==> config.mk <==
export PLATFORM = sky130hd
export DESIGN_NAME = mul_rr_scheduler
export DESIGN_NICKNAME = d
export VERILOG_FILES = /design/src/rtl/mul_sched_pkg.sv /design/src/rtl/rr_arbiter.sv /design/src/rtl/mul_rr_scheduler.sv
export SDC_FILE = /design/constraint.sdc
export NUM_CORES = 1
export LEC_CHECK = 0
export BUFFER_PORTS_ARGS = -buffer_cell sky130_fd_sc_hd__buf_2
export CORE_UTILIZATION = 53
export CTS_CLUSTER_SIZE = 8
export DETAILED_ROUTE_END_ITERATION = 8
export PLACE_DENSITY = 0.86
export SYNTH_ARGS = -nofsm -noshare
export SYNTH_HDL_FRONTEND = slang
export SYNTH_SLANG_ARGS = --single-unit
==> constraint.sdc <==
create_clock -name clk -period 4.4 [get_ports clk]
set_input_delay 0.22 -clock clk [delete_from_list [all_inputs] [get_ports clk]]
set_output_delay 0.22 -clock clk [all_outputs]
set_load 0.01 [all_outputs]
==> src/rtl/mul_sched_pkg.sv <==
// Shared types and helpers for the multiplier round-robin scheduler.
package mul_sched_pkg;

   typedef enum logic [1:0] {
      IDLE = 2'd0,
      WAIT = 2'd1,
      RESP = 2'd2
   } sched_state_e;

   // Index width for n items; never below one bit so single-entry vectors stay legal.
   function automatic int unsigned idx_width(input int unsigned n);
      return (n > 1) ? $clog2(n) : 1;
   endfunction

endpackage

==> src/rtl/rr_arbiter.sv <==
// Combinational round-robin picker: first asserted request at or above ptr_i, with wrap.
module rr_arbiter
   import mul_sched_pkg::*;
#(
   parameter  int unsigned N  = 4,
   localparam int unsigned IW = idx_width(N)
) (
   input  logic [N-1:0]  req_i,
   input  logic [IW-1:0] ptr_i,
   output logic [N-1:0]  grant_o,
   output logic [IW-1:0] grant_idx_o,
   output logic          any_o
);

   always_comb begin
      int unsigned   pos;
      logic [IW-1:0] idx;
      grant_o     = '0;
      grant_idx_o = '0;
      any_o       = 1'b0;
      pos         = 0;
      idx         = '0;
      for (int unsigned k = 0; k < N; k++) begin
         pos = 32'(ptr_i) + k;
         if (pos >= N) pos = pos - N;
         idx = IW'(pos);
         if (!any_o && req_i[idx]) begin
            any_o        = 1'b1;
            grant_o[idx] = 1'b1;
            grant_idx_o  = idx;
         end
      end
   end

endmodule

==> src/rtl/mul_rr_scheduler.sv <==
// Time-shares one combinational multiplier between NREQ requesters with round-robin
// arbitration; operands are held MUL_LAT cycles before the product is sampled.
module mul_rr_scheduler
   import mul_sched_pkg::*;
#(
   parameter  int unsigned WIDTH   = 6,
   parameter  int unsigned NREQ    = 4,
   parameter  int unsigned MUL_LAT = 1,
   localparam int unsigned IDW     = idx_width(NREQ)
) (
   input  logic                  clk,
   input  logic                  rst_n,
   input  logic [NREQ-1:0]       req_valid,
   output logic [NREQ-1:0]       req_ready,
   input  logic [NREQ*WIDTH-1:0] req_a,
   input  logic [NREQ*WIDTH-1:0] req_b,
   output logic [WIDTH-1:0]      mul_in1,
   output logic [WIDTH-1:0]      mul_in2,
   input  logic [2*WIDTH-1:0]    mul_out,
   input  logic                  mul_overflow,
   output logic                  resp_valid,
   input  logic                  resp_ready,
   output logic [IDW-1:0]        resp_id,
   output logic [2*WIDTH-1:0]    resp_prod,
   output logic                  resp_ovf,
   output logic                  busy
);

   localparam int unsigned CW = idx_width(MUL_LAT);
   localparam int unsigned PW = 2 * WIDTH;

   sched_state_e   state_q, state_d;
   logic [CW-1:0]  cnt_q, cnt_d;
   logic [IDW-1:0] rr_ptr_q, rr_ptr_d;
   logic [IDW-1:0] id_q, id_d;
   logic [WIDTH-1:0] in1_q, in1_d, in2_q, in2_d;
   logic           resp_valid_q, resp_valid_d;
   logic [IDW-1:0] resp_id_q, resp_id_d;
   logic [PW-1:0]  resp_prod_q, resp_prod_d;
   logic           resp_ovf_q, resp_ovf_d;

   logic [NREQ-1:0]  grant;
   logic [IDW-1:0]   grant_idx;
   logic             grant_any;
   logic [WIDTH-1:0] sel_a, sel_b;

   rr_arbiter #(.N(NREQ)) u_arb (
      .req_i       (req_valid),
      .ptr_i       (rr_ptr_q),
      .grant_o     (grant),
      .grant_idx_o (grant_idx),
      .any_o       (grant_any)
   );

   // One-hot operand mux driven by the arbiter grant.
   always_comb begin
      sel_a = '0;
      sel_b = '0;
      for (int unsigned i = 0; i < NREQ; i++) begin
         if (grant[i]) begin
            sel_a = req_a[i*WIDTH +: WIDTH];
            sel_b = req_b[i*WIDTH +: WIDTH];
         end
      end
   end

   assign req_ready  = (state_q == IDLE) ? grant : '0;
   assign busy       = (state_q != IDLE);
   assign mul_in1    = in1_q;
   assign mul_in2    = in2_q;
   assign resp_valid = resp_valid_q;
   assign resp_id    = resp_id_q;
   assign resp_prod  = resp_prod_q;
   assign resp_ovf   = resp_ovf_q;

   always_comb begin
      state_d      = state_q;
      cnt_d        = cnt_q;
      rr_ptr_d     = rr_ptr_q;
      id_d         = id_q;
      in1_d        = in1_q;
      in2_d        = in2_q;
      resp_valid_d = resp_valid_q;
      resp_id_d    = resp_id_q;
      resp_prod_d  = resp_prod_q;
      resp_ovf_d   = resp_ovf_q;
      case (state_q)
         IDLE: begin
            if (grant_any) begin
               in1_d    = sel_a;
               in2_d    = sel_b;
               id_d     = grant_idx;
               rr_ptr_d = (grant_idx == IDW'(NREQ - 1)) ? '0 : grant_idx + IDW'(1);
               cnt_d    = CW'(MUL_LAT - 1);
               state_d  = WAIT;
            end
         end
         WAIT: begin
            // Multicycle path: product sampled only after the count has run down.
            if (cnt_q == '0) begin
               resp_prod_d  = mul_out;
               resp_ovf_d   = mul_overflow;
               resp_id_d    = id_q;
               resp_valid_d = 1'b1;
               state_d      = RESP;
            end else begin
               cnt_d = cnt_q - CW'(1);
            end
         end
         RESP: begin
            if (resp_ready) begin
               resp_valid_d = 1'b0;
               state_d      = IDLE;
            end
         end
         default: state_d = IDLE;
      endcase
   end

   always_ff @(posedge clk or negedge rst_n) begin
      if (!rst_n) begin
         state_q      <= IDLE;
         cnt_q        <= '0;
         rr_ptr_q     <= '0;
         id_q         <= '0;
         in1_q        <= '0;
         in2_q        <= '0;
         resp_valid_q <= 1'b0;
         resp_id_q    <= '0;
         resp_prod_q  <= '0;
         resp_ovf_q   <= 1'b0;
      end else begin
         state_q      <= state_d;
         cnt_q        <= cnt_d;
         rr_ptr_q     <= rr_ptr_d;
         id_q         <= id_d;
         in1_q        <= in1_d;
         in2_q        <= in2_d;
         resp_valid_q <= resp_valid_d;
         resp_id_q    <= resp_id_d;
         resp_prod_q  <= resp_prod_d;
         resp_ovf_q   <= resp_ovf_d;
      end
   end

endmodule

==> results of run 1 <==
## worst max path at each step
stage / endpoint / from / cells after the start
after floorplan: req_ready[2] / flop / 11
after global placement: req_ready[1] / flop / 9
after detailed placement: req_ready[1] / flop / 9
after CTS: req_ready[1] / flop / 9
after global routing: req_ready[1] / flop / 9
final: req_ready[1] / flop / 9
## state kept, by name, indices dropped and copies added, names as in the netlist, 2 cells and up, named ones only
register / count
resp_prod: 12
resp_id: 2
mul_in1: 6
state_q: 2
id_q: 2
mul_in2: 6
## synthesized netlist by cell type (2+ instances only)
| library cell | n |
|---|---|
| o31ai_1 | 2 |
| buf_6 | 3 |
| dfrtp_1 | 34 |
| o2111ai_1 | 11 |
| ha_1 | 7 |
| o21ai_0 | 10 |
| nand2_1 | 33 |
| mux4_2 | 3 |
| mux2i_1 | 2 |
| a21o_1 | 2 |
| inv_1 | 4 |
| buf_1 | 3 |
| buf_2 | 12 |
| nor2b_1 | 7 |
| nand2b_1 | 2 |
| o211ai_1 | 25 |
| a211oi_2 | 9 |
| or2_2 | 3 |
| clkbuf_1 | 4 |
| buf_4 | 5 |
| mux2_2 | 16 |
| nand3b_1 | 2 |
| nor2_1 | 9 |
| o21bai_1 | 12 |
| a211oi_1 | 3 |
| and3b_1 | 2 |
| a21oi_1 | 27 |
## per-layer routing
metal,up-vias,global-route usage (%)
met1,1231,34.6
li1,1221,-
met4,0,10.0
met2,146,44.1
met3,12,5.42
met5,-,0
## final cells by class
cell class / instances / area (µm²) / area share (%)
flip-flops and latches: 34 / 851 / 26.5
clock buffers: 5 / 68.8 / 2.15
repair buffers: 106 / 546 / 17.0
inverters: 6 / 22.5 / 0.702
well taps: 67 / 83.8 / 2.61
clock inverters: 3 / 68.8 / 2.15
multi-input cells: 211 / 1570 / 48.9
## worst max-delay path, stage by stage (launching register included)
cell,delay (ns)
dfrtp_1,0.32
buf_4,0.24
inv_1,0.14
ha_1,0.42
mux4_2,0.47
nor2b_1,0.27
a221oi_4,0.11
o21ai_2,0.63
nor2b_1,0.21
buf_2,0.14
## logic make-up after synthesis
logic type      share of synthesized area [%]
buf+inv                                  6.93
xor+xnor                                0.337
fa+ha+maj                                3.37
compound gates                           34.3
simple gates                             12.0
mux                                      10.3
flops                                    32.7
## where the power goes
part | leakage, nW | internal (W) | switching, W | total, W
sequential | 0.417 | 0.000466 | 0.0000711 | 0.000538
clock | 0.0683 | 0.000227 | 0.000124 | 0.000351
combinational | 0.977 | 0.000691 | 0.00101 | 0.00170
total | 1.46 | 0.00138 | 0.00121 | 0.00259
## through the flow
stage	cell area [µm²]	hold WS [ns]	utilization, %	cells	total power [W]
2_1_floorplan	2600	-0.0756	-	278	0.00186
3_3_place_gp	3070	0.315	65.0	424	0.00217
3_5_place_dp	3070	0.325	65.0	424	0.00221
4_1_cts	3210	0.0125	67.9	432	0.00257
5_1_grt	3210	0.0690	67.9	432	0.00279
6_report	3210	-0.00927	67.9	432	0.00259
==> flow_metrics.env, run 1 <==
export IMPL_outcome="complete, but fails checks"
export IMPL_violations="negative hold slack"
export IMPL_grt_max_degree=35
export IMPL_final_period_utilization_pct=78.9
export IMPL_hold_slack_ns=-0.00927
export IMPL_syn_instance_count=278
export IMPL_hp_class="in -> async"
export IMPL_wl_met1_mm=2.81
export IMPL_grt_total_usage_pct=26.7
export IMPL_fin_nets=439
export IMPL_yosys_register_bits=34
export IMPL_crit_required_ns=4.18
export IMPL_cts_sinks=34
export IMPL_drt_vias_per_instance=6.04
export IMPL_io_pins=101
export IMPL_fillers=392
export IMPL_fin_skew_ns=0.00718
export IMPL_area_growth_pct=23.4
export IMPL_clkLatencyLatePin_ns=0.29
export IMPL_dp_hpwl_mm=4.96
export IMPL_coreArea_mm2=0.00472
export IMPL_setup_viol=0
export IMPL_cts_setup_buffers=0
export IMPL_final_antenna_net_count=0
export IMPL_gp_congestion=0.886
export IMPL_ys_types=53
export IMPL_wl_mm=6.81
export IMPL_setup_ws_ns=0.928
export IMPL_path_max_fanout=21
export IMPL_synth_area_top_cells="dfrtp_1 (33%), o211ai_1 (7.2%), mux2_2 (6.9%), a21oi_1 (5.2%), nand2_1 (4.8%)"
export IMPL_drive_gt1_share_pct=41.9
export IMPL_tightest_slew_ns=0.752
export IMPL_min_period_ns=3.47
export IMPL_n_antenna_cell=0
export IMPL_setup_tns_ns=0
export IMPL_final_hold_viol_count=25
export IMPL_fp_dieH_um=72.0
export IMPL_ys_flop_type="dfrtp_1"
export IMPL_async_reset_ff_share_pct=100
export IMPL_dr_wl_met2_mm=3.35
export IMPL_maxSlewViolCount=0
export IMPL_route_detailed_drc=0
export IMPL_synth_warnings=0
export IMPL_final_common_cell="buf_2"
export IMPL_worstSetupPathType="reg -> out"
export IMPL_num_vias=2610
export IMPL_drv_cap=0
export IMPL_top_layer="met4"
export IMPL_antenna_found_initial=0
export IMPL_avgSynthCellArea_um2=9.35
export IMPL_root_buffer="clkbuf_8"
export IMPL_cts_buffers=5
export IMPL_dr_pass1_iters=4
export IMPL_grt_pass1_vias=2363
export IMPL_dieArea_mm2=0.00519
export IMPL_synth_edf_count=0
export IMPL_p_per_area_mw_per_mm2=808
export IMPL_peakVddDrop_mv=0.578
export IMPL_crit_arrival_ns=3.25
export IMPL_grt_pass1_wl_mm=10.8
export IMPL_r2r_end="mul_in1[3]"
export IMPL_drt_iter0_drc=142
export IMPL_max_slew_margin_pct=49.9
export IMPL_max_freq_mhz=288
export IMPL_cts_htree_levels=2
export IMPL_r2r_cells=9
export IMPL_cts_hold_buffers=0
export IMPL_syn_num_nets=353
export IMPL_cts_tree="built"
export IMPL_ys_seq_area_share_pct=32.7
export IMPL_p_leak_nw=1.46
export IMPL_wl_per_cell_um=15.8
export IMPL_synth_area_mm2=0.00260
export IMPL_final_cell_mix="buf_2 (100), dfrtp_1 (34), nand2_1 (33)"
export IMPL_die_w_um=72.0
export IMPL_initial_core_util_pct=55.0
export IMPL_grt_setup_unrepaired="no"
export IMPL_clk_path_buf_depth=2
export IMPL_reg2reg_slack_ns=1.33
export IMPL_synth_top_area_share_pct=32.7
export IMPL_dp_slack_ns=1.27
export IMPL_grt_ovfl_total=0
export IMPL_rows=25
export IMPL_clk_pin_slew_ns=0.08
export IMPL_cts_resized=0
export IMPL_synth_top_area_cell="dfrtp_1"
export IMPL_end_kind="primary output"
export IMPL_dr_wl_met3_um=533
export IMPL_startpoint_type="flop"
export IMPL_io_buffers=100
Note: power is estimated with default switching activity, not from simulation.
==> run 2, diff against run 1 <==
--- a/config.mk
+++ b/config.mk
@@ -5,11 +5,12 @@
 export SDC_FILE = /design/constraint.sdc
 export NUM_CORES = 1
 export LEC_CHECK = 0
+export ABC_AREA = 1
 export BUFFER_PORTS_ARGS = -buffer_cell sky130_fd_sc_hd__buf_2
-export CORE_UTILIZATION = 53
+export CORE_UTILIZATION = 48
 export CTS_CLUSTER_SIZE = 8
 export DETAILED_ROUTE_END_ITERATION = 8
-export PLACE_DENSITY = 0.86
+export PLACE_DENSITY = 0.81
 export SYNTH_ARGS = -nofsm -noshare
 export SYNTH_HDL_FRONTEND = slang
 export SYNTH_SLANG_ARGS = --single-unit
==> constraint.sdc (replaced) <==
create_clock -name clk -period 3.6 [get_ports clk]
set_input_delay 0.18 -clock clk [delete_from_list [all_inputs] [get_ports clk]]
set_output_delay 0.18 -clock clk [all_outputs]
set_load 0.01 [all_outputs]
==> run 2 against run 1 <==
  * The flow now finishes without violations
  * Setup slack got worse by 0.31 ns
  * Synthesized cell count rose by 11%
  * Count of clock-buffer cells in the layout did not move
  * Routed wire length fell by 12%
  * Critical endpoint is now req_ready[3]
  * Largest power group unchanged
==> flow_metrics.env, run 2 <==
export IMPL_hold_end="resp_prod[8]"
export IMPL_synth_area_top_cells="dfrtp_1 (36%), nand2_1 (15%), a21oi_1 (8.7%), nand3_2 (5.5%), inv_1 (4.6%)"
export IMPL_cts_tree="built"
export IMPL_reg2reg_slack_ns=0.79
export IMPL_final_common_cell="buf_2"
export IMPL_max_freq_mhz=336
export IMPL_p_leak_nw=1.67
export IMPL_coreArea_mm2=0.00472
export IMPL_wl_per_cell_um=12.7
export IMPL_synthXorXnorAreaFrac_pct=0
export IMPL_async_reset_ff_share_pct=100
export IMPL_wl_mm=6.01
export IMPL_clk_pin_slew_ns=0.07
export IMPL_grt_setup_unrepaired="no"
export IMPL_synth_edf_count=0
export IMPL_area_growth_pct=28.1
export IMPL_path_max_fanout=25
export IMPL_fp_dieH_um=71.9
export IMPL_cts_buffers=5
export IMPL_avgSynthCellArea_um2=7.62
export IMPL_p_per_area_mw_per_mm2=1170
export IMPL_synth_area_mm2=0.00235
export IMPL_gp_congestion=0.928
export IMPL_worstSetupPathType="reg -> out"
export IMPL_dr_pass1_iters=4
export IMPL_antenna_found_initial=0
export IMPL_cpPeakStageDelay_ns=0.69
export IMPL_worstHoldStart="mul_out[8]"
export IMPL_n_antenna_cell=0
export IMPL_tightest_slew_ns=0.740
export IMPL_dp_hpwl_mm=4.63
export IMPL_r2r_cells=12
export IMPL_crit_family="simple AND/OR/NAND/NOR gates"
export IMPL_startpoint_type="flop"
export IMPL_cts_sinks=34
export IMPL_p_switching_w=0.00184
export IMPL_io_pins=101
export IMPL_final_antenna_net_count=0
export IMPL_fin_cells=474
export IMPL_fin_skew_ns=0.00467
export IMPL_holdPathStages=3
export IMPL_pwr_share_seq_pct=20.4
export IMPL_cp_slowest_cell="dfrtp_1"
export IMPL_rows=25
export IMPL_syn_num_nets=383
export IMPL_final_period_utilization_pct=82.7
export IMPL_synth_top_area_cell="dfrtp_1"
export IMPL_num_vias=2368
export IMPL_maxSlewViolCount=0
export IMPL_final_cell_mix="buf_2 (100), nand2_1 (96), a21oi_1 (41)"
export IMPL_ys_seq_area_share_pct=36.2
export IMPL_synth_top_area_share_pct=36.2
export IMPL_crit_arrival_ns=2.80
export IMPL_yosys_area_share_simple_pct=34.1
export IMPL_grt_total_usage_pct=23.3
export IMPL_peakVddDrop_mv=0.585
export IMPL_route_detailed_drc=0
export IMPL_synth_commonest_cells="nand2_1 (96), a21oi_1 (41), dfrtp_1 (34), inv_1 (29), nor2_1 (17)"
export IMPL_setup_ws_ns=0.621
export IMPL_drt_vias_per_instance=5.00
export IMPL_max_slew_margin_pct=50.6
export IMPL_yosys_register_bits=34
export IMPL_setup_viol=0
export IMPL_grt_pass1_vias=2132
export IMPL_root_buffer="clkbuf_8"
export IMPL_largest_register_ffs=12
export IMPL_grt_max_degree=35
export IMPL_grt_ovfl_total=0
export IMPL_synth_top_family_by_area="simple AND/OR/NAND/NOR gates"
export IMPL_dp_slack_ns=0.800
export IMPL_end_kind="primary output"
export IMPL_final_hold_viol_count=0
export IMPL_drv_cap=0
export IMPL_synth_warnings=0
export IMPL_synth_adder_area_share_pct=3.73
export IMPL_clkLatencyLatePin_ns=0.28
export IMPL_hp_class="in -> reg"
export IMPL_min_period_ns=2.98
export IMPL_fin_nets=481
export IMPL_drive_gt1_share_pct=37.6
export IMPL_clockPowerShare_pct=11.9
export IMPL_crit_required_ns=3.42
export IMPL_synth_compound_area_share_pct=16.6
export IMPL_ys_flop_type="dfrtp_1"
export IMPL_initial_core_util_pct=49.7
export IMPL_clk_path_buf_depth=2
export IMPL_outcome="finished, final reports clean"
export IMPL_cp_cell_sequence="inv_8, ha_1, inv_1, nand3_1, nand2_2, nand3_1, nor2_2, nand2_1, nand4_2, nand2_1, inv_1, buf_2"
export IMPL_p_int_w=0.00169
export IMPL_drt_iter0_drc=100
export IMPL_fillers=426
export IMPL_worstPathBufferInverterCount=4
export IMPL_io_buffers=100
export IMPL_cts_htree_levels=2
export IMPL_placed_cells=465
export IMPL_synthMuxAreaShare_pct=0
export IMPL_syn_instance_count=308
export IMPL_netSwitchingFraction_pct=52.1
export IMPL_dieArea_mm2=0.00517
export IMPL_r2r_end="rr_ptr_q[1]"
export IMPL_grt_pass1_wl_mm=9.46
export IMPL_ys_types=34
export IMPL_p_comb_share_pct=67.7
export IMPL_yosysMostFrequentCell="nand2_1"
export IMPL_setup_tns_ns=0
export IMPL_die_w_um=71.9
## run 2: cell types whose count changed after synthesis, moves of 9 or more
cell       before  now
a211oi_2        9    0
a21oi_1        27   41
a21oi_2         1   10
inv_1           4   29
mux2_2         16    0
nand2_1        33   96
nand3_1         1   10
nand3_2         0   13
o2111ai_1      11    0
o211ai_1       25    1
o21bai_1       12    1
## run 2: per-stage QoR
stage	total power, W	instance area (µm²)	hold slack (ns)	utilization (%)
after global placement	0.00303	2860	0.281	60.5
after CTS	0.00352	3010	0.0933	63.7
after floorplan	0.00261	2350	-0.116	-
final	0.00352	3010	0.101	63.7
after global routing	0.00385	3010	0.0986	63.7
after detailed placement	0.00310	2860	0.298	60.5
## run 2: area by class of cell
cell class / instances / area, µm² / area share [%]
clock inverter: 3 / 68.8 / 2.29
multi-input combinational: 229 / 1280 / 42.5
inverter: 33 / 131 / 4.37
sequential: 34 / 851 / 28.3
clock buffer: 5 / 68.8 / 2.29
tap: 67 / 83.8 / 2.79
timing repair buffer: 103 / 526 / 17.5
## run 2: kinds of logic (layout without fill, tap and decap cells)
group           count (synthesis)  count (layout)
buf+inv                        45             144
simple gates                  157             157
fa+ha+maj                       7               7
flops                          34              34
compound gates                 65              65
## run 2: per-layer routing
metal	vias up	track usage [%]	wire length [µm]	part of all wire [%]
met3	11	3.89	397	6.6
met2	102	37.0	2700	45
met1	1063	32.1	2770	46
met5	-	0	0	0
li1	1192	-	-	-
met4	0	8.93	133	2.2
## run 2: tightest hold or removal path, cell delays in order
cell and delay (ns):
buf_2 0.08, nand2_1 0.04, nand2_1 0.06
## run 2: worst max path at each step
stage                              end  slack [ns]  depth (start not counted)
after floorplan           req_ready[3]        1.42                         13
after global placement     rr_ptr_q[1]        0.90                         12
after detailed placement    mul_in1[2]        0.80                         11
after CTS                 req_ready[3]        0.62                         12
after global routing      req_ready[3]        0.39                         12
final                     req_ready[3]        0.62                         12
## run 2: repair_timing
item | 4_1_cts | 5_1_grt
setup buffers | 0 | 0
hold buffers | 1 | 0
endpoints found under the hold margin | 34 | 0
resized for setup | 0 | 0
## run 2: power by group through the flow
stage                     combinational (W)  sequential [W]  clock [W]
final                               0.00239        0.000719   0.000419
after global routing                0.00266        0.000741   0.000443
after CTS                           0.00238        0.000718   0.000425
after detailed placement            0.00237        0.000725          0
after global placement              0.00231        0.000716          0
after floorplan                     0.00183        0.000775          0
